[config.mk]
export PLATFORM = sky130hd
export DESIGN_NAME = dilithium_input_packer
export DESIGN_NICKNAME = d
export VERILOG_FILES = /design/src/rtl/dilithium_input_packer.sv
export SDC_FILE = /design/constraint.sdc
export NUM_CORES = 1
export LEC_CHECK = 0
export CAP_MARGIN = 15
export CORE_ASPECT_RATIO = 2
export CORE_MARGIN = 8
export CORE_UTILIZATION = 40
export CTS_CLUSTER_SIZE = 14
export DETAILED_ROUTE_END_ITERATION = 10
export GPL_TIMING_DRIVEN = 1
export HOLD_SLACK_MARGIN = 0.15
export PLACE_DENSITY = 0.73
export SLEW_MARGIN = 20
export SYNTH_ARGS = -nofsm -noshare
export SYNTH_HDL_FRONTEND = slang
export SYNTH_SLANG_ARGS = --single-unit
[constraint.sdc]
create_clock -name clk -period 3.75 [get_ports clk]
set_input_delay 0.375 -clock clk [delete_from_list [all_inputs] [get_ports clk]]
set_output_delay 0.375 -clock clk [all_outputs]
set_load 0.03 [all_outputs]
[src/rtl/dilithium_input_packer.sv]
// Host-to-core input packer for the Dilithium 64-bit input stream.
// Pairs of 32-bit host words become one 64-bit beat (low word first).
// Beats are queued in a small FIFO that drives the core handshake.
// A lone final word is zero-padded, and the final beat of a message carries last_o.
module dilithium_input_packer #(
    parameter int FIFO_DEPTH = 2,
    parameter int CNT_W      = 16
) (
    input  logic             clk,
    input  logic             rst,
    input  logic             start,
    input  logic             host_valid,
    output logic             host_ready,
    input  logic [31:0]      host_data,
    input  logic             host_last,
    output logic             valid_o,
    input  logic             ready_o,
    output logic [63:0]      data_o,
    output logic             last_o,
    output logic [CNT_W-1:0] beat_count,
    output logic             busy
);

    localparam int PTR_W  = (FIFO_DEPTH > 1) ? $clog2(FIFO_DEPTH) : 1;
    localparam int FCNT_W = PTR_W + 1;
    localparam int ENT_W  = 65;

    localparam logic [FCNT_W-1:0] DEPTH_C   = FCNT_W'(FIFO_DEPTH);
    localparam logic [FCNT_W-1:0] FCNT_ZERO = {FCNT_W{1'b0}};
    localparam logic [FCNT_W-1:0] FCNT_ONE  = {{(FCNT_W-1){1'b0}}, 1'b1};
    localparam logic [PTR_W-1:0]  PTR_ZERO  = {PTR_W{1'b0}};
    localparam logic [PTR_W-1:0]  PTR_ONE   = {{(PTR_W-1){1'b0}}, 1'b1};
    localparam logic [CNT_W-1:0]  BCNT_ZERO = {CNT_W{1'b0}};
    localparam logic [CNT_W-1:0]  BCNT_ONE  = {{(CNT_W-1){1'b0}}, 1'b1};
    localparam logic [CNT_W-1:0]  BCNT_MAX  = {CNT_W{1'b1}};

    typedef enum logic [1:0] {
        ST_IDLE  = 2'd0,
        ST_RUN   = 2'd1,
        ST_DRAIN = 2'd2
    } state_t;

    state_t              state_r;
    state_t              state_nxt_s;

    // FIFO entry: {last, data[63:0]}
    logic [ENT_W-1:0]    fifo_mem_r [FIFO_DEPTH];
    logic [PTR_W-1:0]    wr_ptr_r;
    logic [PTR_W-1:0]    rd_ptr_r;
    logic [FCNT_W-1:0]   fifo_count_r;
    logic [31:0]         half_r;
    logic                half_valid_r;
    logic [CNT_W-1:0]    beat_count_r;

    logic                host_ready_s;
    logic                fifo_nempty_s;
    logic                xfer_s;
    logic                push_s;
    logic                pop_s;
    logic [ENT_W-1:0]    push_entry_s;
    logic [ENT_W-1:0]    head_entry_s;

    // Handshake decode and push/pop qualification; start pre-empts any host word.
    always_comb begin
        host_ready_s  = 1'b0;
        fifo_nempty_s = (fifo_count_r != FCNT_ZERO);
        head_entry_s  = fifo_mem_r[rd_ptr_r];
        if (state_r == ST_RUN) begin
            host_ready_s = (fifo_count_r < DEPTH_C);
        end else begin
            host_ready_s = 1'b0;
        end
        xfer_s = host_valid & host_ready_s & ~start;
        push_s = xfer_s & (half_valid_r | host_last);
        pop_s  = fifo_nempty_s & ready_o;
        if (half_valid_r) begin
            push_entry_s = {host_last, host_data, half_r};
        end else begin
            push_entry_s = {host_last, 32'h0000_0000, host_data};
        end
    end

    // State register.
    always_ff @(posedge clk or negedge rst) begin
        if (!rst) begin
            state_r <= ST_IDLE;
        end else begin
            state_r <= state_nxt_s;
        end
    end

    // Next-state logic: start always (re)arms, last transfer drains, empty FIFO idles.
    always_comb begin
        state_nxt_s = state_r;
        case (state_r)
            ST_IDLE: begin
                if (start) begin
                    state_nxt_s = ST_RUN;
                end else begin
                    state_nxt_s = ST_IDLE;
                end
            end
            ST_RUN: begin
                if (start) begin
                    state_nxt_s = ST_RUN;
                end else if (xfer_s && host_last) begin
                    state_nxt_s = ST_DRAIN;
                end else begin
                    state_nxt_s = ST_RUN;
                end
            end
            ST_DRAIN: begin
                if (start) begin
                    state_nxt_s = ST_RUN;
                end else if (pop_s && (fifo_count_r == FCNT_ONE)) begin
                    state_nxt_s = ST_IDLE;
                end else begin
                    state_nxt_s = ST_DRAIN;
                end
            end
            default: begin
                state_nxt_s = ST_IDLE;
            end
        endcase
    end

    // Output decode from registered state only (no path from ready_o to host_ready).
    always_comb begin
        host_ready = host_ready_s;
        busy       = (state_r != ST_IDLE);
        valid_o    = fifo_nempty_s;
        if (fifo_nempty_s) begin
            data_o = head_entry_s[63:0];
            last_o = head_entry_s[64];
        end else begin
            data_o = 64'h0000_0000_0000_0000;
            last_o = 1'b0;
        end
    end

    // FIFO storage: only written on push, so the head is stable while stalled.
    always_ff @(posedge clk or negedge rst) begin
        if (!rst) begin
            for (int i = 0; i < FIFO_DEPTH; i++) begin
                fifo_mem_r[i] <= {ENT_W{1'b0}};
            end
        end else if (push_s && !start) begin
            fifo_mem_r[wr_ptr_r] <= push_entry_s;
        end else begin
            fifo_mem_r[wr_ptr_r] <= fifo_mem_r[wr_ptr_r];
        end
    end

    // FIFO pointers, occupancy, half-word register and beat counter; start flushes.
    always_ff @(posedge clk or negedge rst) begin
        if (!rst) begin
            wr_ptr_r     <= PTR_ZERO;
            rd_ptr_r     <= PTR_ZERO;
            fifo_count_r <= FCNT_ZERO;
            half_r       <= 32'h0000_0000;
            half_valid_r <= 1'b0;
            beat_count_r <= BCNT_ZERO;
        end else if (start) begin
            wr_ptr_r     <= PTR_ZERO;
            rd_ptr_r     <= PTR_ZERO;
            fifo_count_r <= FCNT_ZERO;
            half_valid_r <= 1'b0;
            beat_count_r <= BCNT_ZERO;
        end else begin
            if (push_s) begin
                wr_ptr_r <= wr_ptr_r + PTR_ONE;
            end else begin
                wr_ptr_r <= wr_ptr_r;
            end
            if (pop_s) begin
                rd_ptr_r <= rd_ptr_r + PTR_ONE;
                if (beat_count_r != BCNT_MAX) begin
                    beat_count_r <= beat_count_r + BCNT_ONE;
                end else begin
                    beat_count_r <= beat_count_r;
                end
            end else begin
                rd_ptr_r <= rd_ptr_r;
            end
            case ({push_s, pop_s})
                2'b10:   fifo_count_r <= fifo_count_r + FCNT_ONE;
                2'b01:   fifo_count_r <= fifo_count_r - FCNT_ONE;
                default: fifo_count_r <= fifo_count_r;
            endcase
            if (xfer_s) begin
                if (half_valid_r || host_last) begin
                    half_valid_r <= 1'b0;
                end else begin
                    half_r       <= host_data;
                    half_valid_r <= 1'b1;
                end
            end else begin
                half_valid_r <= half_valid_r;
            end
        end
    end

    assign beat_count = beat_count_r;

endmodule

Word level (Yosys, flattened, before mapping)
Index checks and enable logic that the tools add are counted.
{"block": "word_totals", "ff_bits": 185, "inputBits": 38, "word_cells": 82}
{"block": "op_classes", "add_sub_neg": 5, "muxes": 33, "n_lt_le_gt_ge": 4, "reduce_logical": 16, "n_eq_ne": 6, "bitwise_logic": 9}
{"operator": "2-to-1 mux 65 bit", "count": 7}
{"operator": "bitwise mux 130 bit", "count": 2}
{"operator": "2-to-1 mux 130 bit", "count": 1}
{"operator": "2-to-1 mux 64 bit", "count": 2}
{"operator": "demux 65 bit (select 1 bit)", "count": 1}
{"operator": "2-to-1 mux 16 bit", "count": 3}
{"operator": "adder 16 x 1 -> 16 bit, second input constant", "count": 1}
{"operator": "inequality test 16 bit, second input constant", "count": 1}
{"operator": "nonzero test 2 bit", "count": 6}
{"operator": "2-to-1 mux 1 bit", "count": 10}
{"operator": "2-to-1 mux 2 bit", "count": 5}
{"operator": "equality test 2 x 1 -> 1 bit, second input constant", "count": 3}
{"operator": "one-hot mux 2 bit (3 select lines)", "count": 1}
{"operator": "AND 1 bit", "count": 4}
{"operator": "equality test 2 bit, second input constant", "count": 2}
{"operator": ">= comparator 2 bit, second input constant", "count": 2}
{"operator": "logical AND 1 bit", "count": 4}
{"operator": "NOT 1 -> 2 bit", "count": 2}
{"operator": "one-hot mux 2 bit (2 select lines)", "count": 1}
{"operator": "AND reduction 3 bit", "count": 1}
{"operator": "nonzero test 3 bit", "count": 1}
{"operator": "adder 1 bit, second input constant", "count": 2}
{"operator": "adder 2 x 1 -> 2 bit, second input constant", "count": 1}
{"operator": "zero test 2 bit", "count": 1}
{"operator": "8 further kinds", "count": 9}

Depth between registers and ports, before layout
{"block": "depth", "word_depth": 8, "depth_mapped": 8, "ltp_nobuf": 6}

Worst setup path before layout
OpenSTA, ideal clock, no wires.
{"block": "synth_timing", "kind": "register to register", "start": "register fifo_count_r[0]", "end": "register beat_count_r[15], in the netlist beat_count[15]", "slack_ns": 1.581, "path_stages_with_launch": 8, "n_path_buf": 1, "setup_ns": 0.078, "required_ns": 3.672, "t_arrival_ns": 2.091, "path_cell_list": "dfrtp_1 > inv_1 > ha_1 > nand2b_2 > or4_1 > clkbuf_1 > or4_1 > a21oi_1"}
{"block": "synth_between", "elab_chain_len": 4}
{"item": "start, declared", "line": "50", "source": "logic [FCNT_W-1:0] fifo_count_r;"}
{"item": "start signal, assigned", "line": "186", "source": "2'b10: fifo_count_r <= fifo_count_r + FCNT_ONE;"}
{"item": "start signal, assigned", "line": "187", "source": "2'b01: fifo_count_r <= fifo_count_r - FCNT_ONE;"}
{"item": "start signal, assigned", "line": "188", "source": "default: fifo_count_r <= fifo_count_r;"}
{"item": "nonzero test 2 bit", "line": "66", "source": "fifo_nempty_s = (fifo_count_r != FCNT_ZERO);"}
{"item": "AND 1 bit", "line": "75", "source": "pop_s = fifo_nempty_s & ready_o;"}
{"item": "nonzero test 2 bit (no line)"}
{"item": "AND reduction 2 bit (no line)"}
{"item": "end signal, assigned", "line": "178", "source": "beat_count_r <= beat_count_r + BCNT_ONE;"}
{"item": "end signal, assigned", "line": "180", "source": "beat_count_r <= beat_count_r;"}
{"item": "end, declared", "line": "53", "source": "logic [CNT_W-1:0] beat_count_r;"}
Every way passes these cells.
A chain may end at the register's enable or synchronous reset.

Worst setup path after layout
{"block": "layout_timing", "start": "register fifo_count_r[1]", "end": "output data_o[31]"}
{"block": "layout_between", "elab_chain_len": 2}
{"item": "nonzero test 2 bit", "line": "66"}
{"item": "2-to-1 mux 64 bit", "line": "132", "source": "if (fifo_nempty_s) begin"}
{"item": "end, declared", "line": "18", "source": "output logic [63:0] data_o,"}
Every way passes these cells.

==> run summary <==
The run finished with clean final reports. 0 antenna diodes ended up in the layout. The most instantiated flip-flop cell in the synthesis netlist is sky130_fd_sc_hd__dfrtp_1. The slew at the pin with the worst max-slew slack came out at a little over 1000 ps. The count of buffering cells on the critical path with inverters included is 3. Of the post-synthesis cell area, the part taken by muxes is between 10% and 20%. The synthesis-to-finish area growth is 23.42%. The number of levels in the clock H-tree is 4. The compound-gate portion of the synthesized area is ~10%. After synthesis the netlist holds a flip-flop and latch count of about 190.

In this run the horizontal extent of the chip is 119.1 µm. The top-area cell type share of the netlist area came out at ~54%. The distinct cell type count of the synthesized netlist came out at 43. The fraction of registers with async set/reset is 100.0%. The clock-pin slew reported for the worst setup and hold paths after clock tree synthesis came out at ~70 ps.

The per-cell via count in the routed design is slightly above 5. The die span in y is 222.3 µm. The overall overflow remaining after global route came out at 0. Global routing consumed, over all layers together, 15.45% of the routing resources. In this run the clock root is driven by a sky130_fd_sc_hd__clkbuf_16. The initial antenna violation count is 0. sky130_fd_sc_hd__dfrtp_1 takes more of the synthesized area than any other cell. The xor/xnor cell area share of the yosys netlist came out at less than 1%.

The cell type group with the largest total delay on the critical path is buffers and inverters. Fill cells in the final layout number 1888. The setup path with the least slack is of type register to output port. For this run, design rule violations remaining after detail routing come to 0.

Setup repair after global routing left no endpoint under its margin. The sequential share of power came out at 41.5%. Routability-driven placement finished with a final weighted congestion of 0.7667. The largest family of logic cells by synthesized area is multiplexers. The number of warning messages in the yosys log is 0. The multi-input combinational cells in the finished layout cover a total of 3551 µm². The net count after synthesis came out at a little under 900. The pin count of the biggest net entering global routing is approximately 130. The quantity of hold-fixing buffers added after cts came out at 0. The count of buffers inserted at the top-level ports came out at ~120. The critical path capture point type is an output port.

The switching power is about 0.0026 W. The number of flops mapped to enable cells by yosys is 0. The cell count after synthesis is roughly 850. Registers take 4637 µm².

The relative max-transition margin came out at 31.86%. The achievable frequency is around 330 MHz. The detailed-router iteration count before antenna repair came out at 4. The clock latency of the later-clocked register in the worst-skew pair came out at between 400 and 500 ps. Summing internal, switching and leakage power gives 0.007245 W.

The maximum vdd drop is just under 0.0005 V. The final clock period utilization by the worst path is about four fifths. In the layout the commonest cells are sky130_fd_sc_hd__dfrtp_1, sky130_fd_sc_hd__nand2_1, sky130_fd_sc_hd__clkdlybuf4s50_1. Buffers added to address setup during post-CTS repair amount to 0.

The post-cts resize count came out at 0. The clock tree skew after final layout is 11.71 ps. The hold violation total from the final report was 0.

The global-route wire length before repair is 33.17 mm. The tightest min-delay check is of the register to register type. The initialized floorplan defines between 70 and 80 standard-cell rows. The switching part of the total is a little over a third. The maximum fanout along the worst path is 38. The number of vias after detailed routing came out at ~6300.

The delay of the slowest critical-path stage is between 600 and 700 ps. The largest individual stage delay along the critical path comes from the cell sky130_fd_sc_hd__clkdlybuf4s50_1. Once detailed placement completed, the half-perimeter wirelength came to 13.40 mm. The total power divided by cell area is roughly 700 nW/µm².

The maximum buffer depth of the clock tree is 2. The static leakage came out at around 4.2 nW. In the final routed layout, each cell accounts on average for 16.37 µm.

The net count of the finished layout is 978. In the final timing run, aggregate negative setup slack is 0 ps. The mean area per synthesized cell is between 10 and 15 µm². Of the synthesized area, sequential elements account for 54.40%. The total internal power came out at around 0.0047 W. The number of endpoints failing setup at the final stage is 0. The synthesized area is roughly 8500 µm². Leaving out fill and tap cells, the most frequent cell in the layout is sky130_fd_sc_hd__dfrtp_1.

The full die area is roughly 26000 µm². The max-slew violation total from the final report came to 0. The required time of the critical path came out at roughly 3400 ps. Data arrives at the worst endpoint at 2690 ps. The floorplan core area is between 20000 and 25000 µm². The number of global-route vias before repair is roughly 6500. The critical path launch point type is a register. The detailed router's first-iteration violation count came out at 230. The remaining antenna violation count after routing is 0.

The area share of fa/ha/maj cells after synthesis came out at 0.4411%. The overall routed net length came out at 19.96 mm. For this configuration, the core starts out at a cell density of about 41%. The flop-to-flop setup slack came out at 1050 ps. Sorting the synthesized cells by area gives the leading types as sky130_fd_sc_hd__dfrtp_1, sky130_fd_sc_hd__mux2i_1, sky130_fd_sc_hd__nand2_1, sky130_fd_sc_hd__o21ai_0, sky130_fd_sc_hd__mux2_2. The number of maximum-capacitance violations came out at 0.

The number of I/O pins came out at 122. The TritonCTS clock tree is yes. Traced cell by cell, the critical path runs through inv_1 -> ha_2 -> buf_4 -> nor2_1 -> clkdlybuf4s50_1. In the final layout, the share of cells above drive strength 1 is 9.895%. The worst-case hold slack is 475.7 ps. The total clock buffers created by CTS is 17. The number of clock sinks is 185. The combinational fraction of design power is between 30% and 40%.

The area fraction in and, or, nand and nor cells after synthesis is between 10% and 20%. The part of the power in the clock network came out at 25.0%. The time the final worst path needs with I/O delays and setup came out at just over 3000 ps.
==> layer usage <==
layer	GRT usage, %	wire length (µm)
met3	3.658	693
met2	27.50	10740
met4	6.160	407
met1	17.18	8120
met5	0	0
==> metrics by stage <==
stage                     worst slack (ps)  cell area [µm²]  utilization, %  std cells
after floorplan                       1581             8509               -        845
final                                680.7            10500           50.19       1219
after CTS                            607.3            10470           50.04       1217
after detailed placement             918.0             9877           47.20       1185
after global placement               992.8             9877           47.20       1185
after global routing                 470.9            10500           50.19       1219
==> cell type report <==
type / count / share of cell area, %
clock buffer: 18 / 4.086
clock inverter: 14 / 1.573
timing repair buffer: 134 / 12.89
inverter: 8 / 0.2859
tap: 269 / 3.205
sequential: 185 / 44.15
multi-input combinational: 591 / 33.81
==> tightest hold or removal path, stage by stage, from the launching register on <==
cell                      delay, ps
sky130_fd_sc_hd__dfrtp_1        340
sky130_fd_sc_hd__nand2_1         60
sky130_fd_sc_hd__o21ai_2         50
==> kinds of logic (layout without fill, tap and decap cells) <==
kind of cell	Yosys count	after routing
xor+xnor	3	3
compound gates	164	164
simple gates	288	288
buf+inv	69	174
flops	185	185
mux	133	133
fa+ha+maj	3	3
==> flip-flops by register name, summed over array words and instances, names as in the netlist <==
name	flops
wr_ptr_r	1
half_valid_r	1
state_r	2
rd_ptr_r	1
fifo_mem_r	130
half_r	32
fifo_count_r	2
beat_count	16
==> synthesized netlist by cell type (4+ instances only) <==
| cell type | number |
|---|---|
| sky130_fd_sc_hd__a21oi_1 | 16 |
| sky130_fd_sc_hd__buf_1 | 10 |
| sky130_fd_sc_hd__buf_2 | 14 |
| sky130_fd_sc_hd__buf_6 | 7 |
| sky130_fd_sc_hd__clkbuf_1 | 26 |
| sky130_fd_sc_hd__clkbuf_2 | 4 |
| sky130_fd_sc_hd__dfrtp_1 | 185 |
| sky130_fd_sc_hd__inv_1 | 8 |
| sky130_fd_sc_hd__mux2_2 | 34 |
| sky130_fd_sc_hd__mux2i_1 | 99 |
| sky130_fd_sc_hd__nand2_1 | 169 |
| sky130_fd_sc_hd__nand3_1 | 6 |
| sky130_fd_sc_hd__nand4_1 | 6 |
| sky130_fd_sc_hd__nor2_1 | 74 |
| sky130_fd_sc_hd__o21ai_0 | 103 |
| sky130_fd_sc_hd__o21ai_1 | 28 |
| sky130_fd_sc_hd__o31ai_1 | 9 |
| sky130_fd_sc_hd__or3_1 | 4 |
| sky130_fd_sc_hd__or4_1 | 8 |
==> worst paths after layout <==
kind | from | end | cells past startpoint
max | fifo_count_r[1] | data_o[31] | 5
min | fifo_mem_r[65] | fifo_mem_r[65] | 2
max reg2reg | fifo_count_r[0] | beat_count[15] | 6
min reg2reg | fifo_mem_r[65] | fifo_mem_r[65] | 2
max in group asynchronous | rst | fifo_mem_r[54] | 3
min in group asynchronous | rst | fifo_mem_r[105] | 2
==> power groups by stage <==
stage / Combinational (W) / Clock, W / Sequential [W]
finish: 0.00243 / 0.00181 / 0.00301
global route: 0.00265 / 0.00194 / 0.00310
CTS: 0.00247 / 0.00186 / 0.00301
detailed placement: 0.00246 / 0 / 0.00305
global placement: 0.00241 / 0 / 0.00302
floorplan: 0.00172 / 0 / 0.00291
Note: power is estimated with default switching activity, not from simulation.
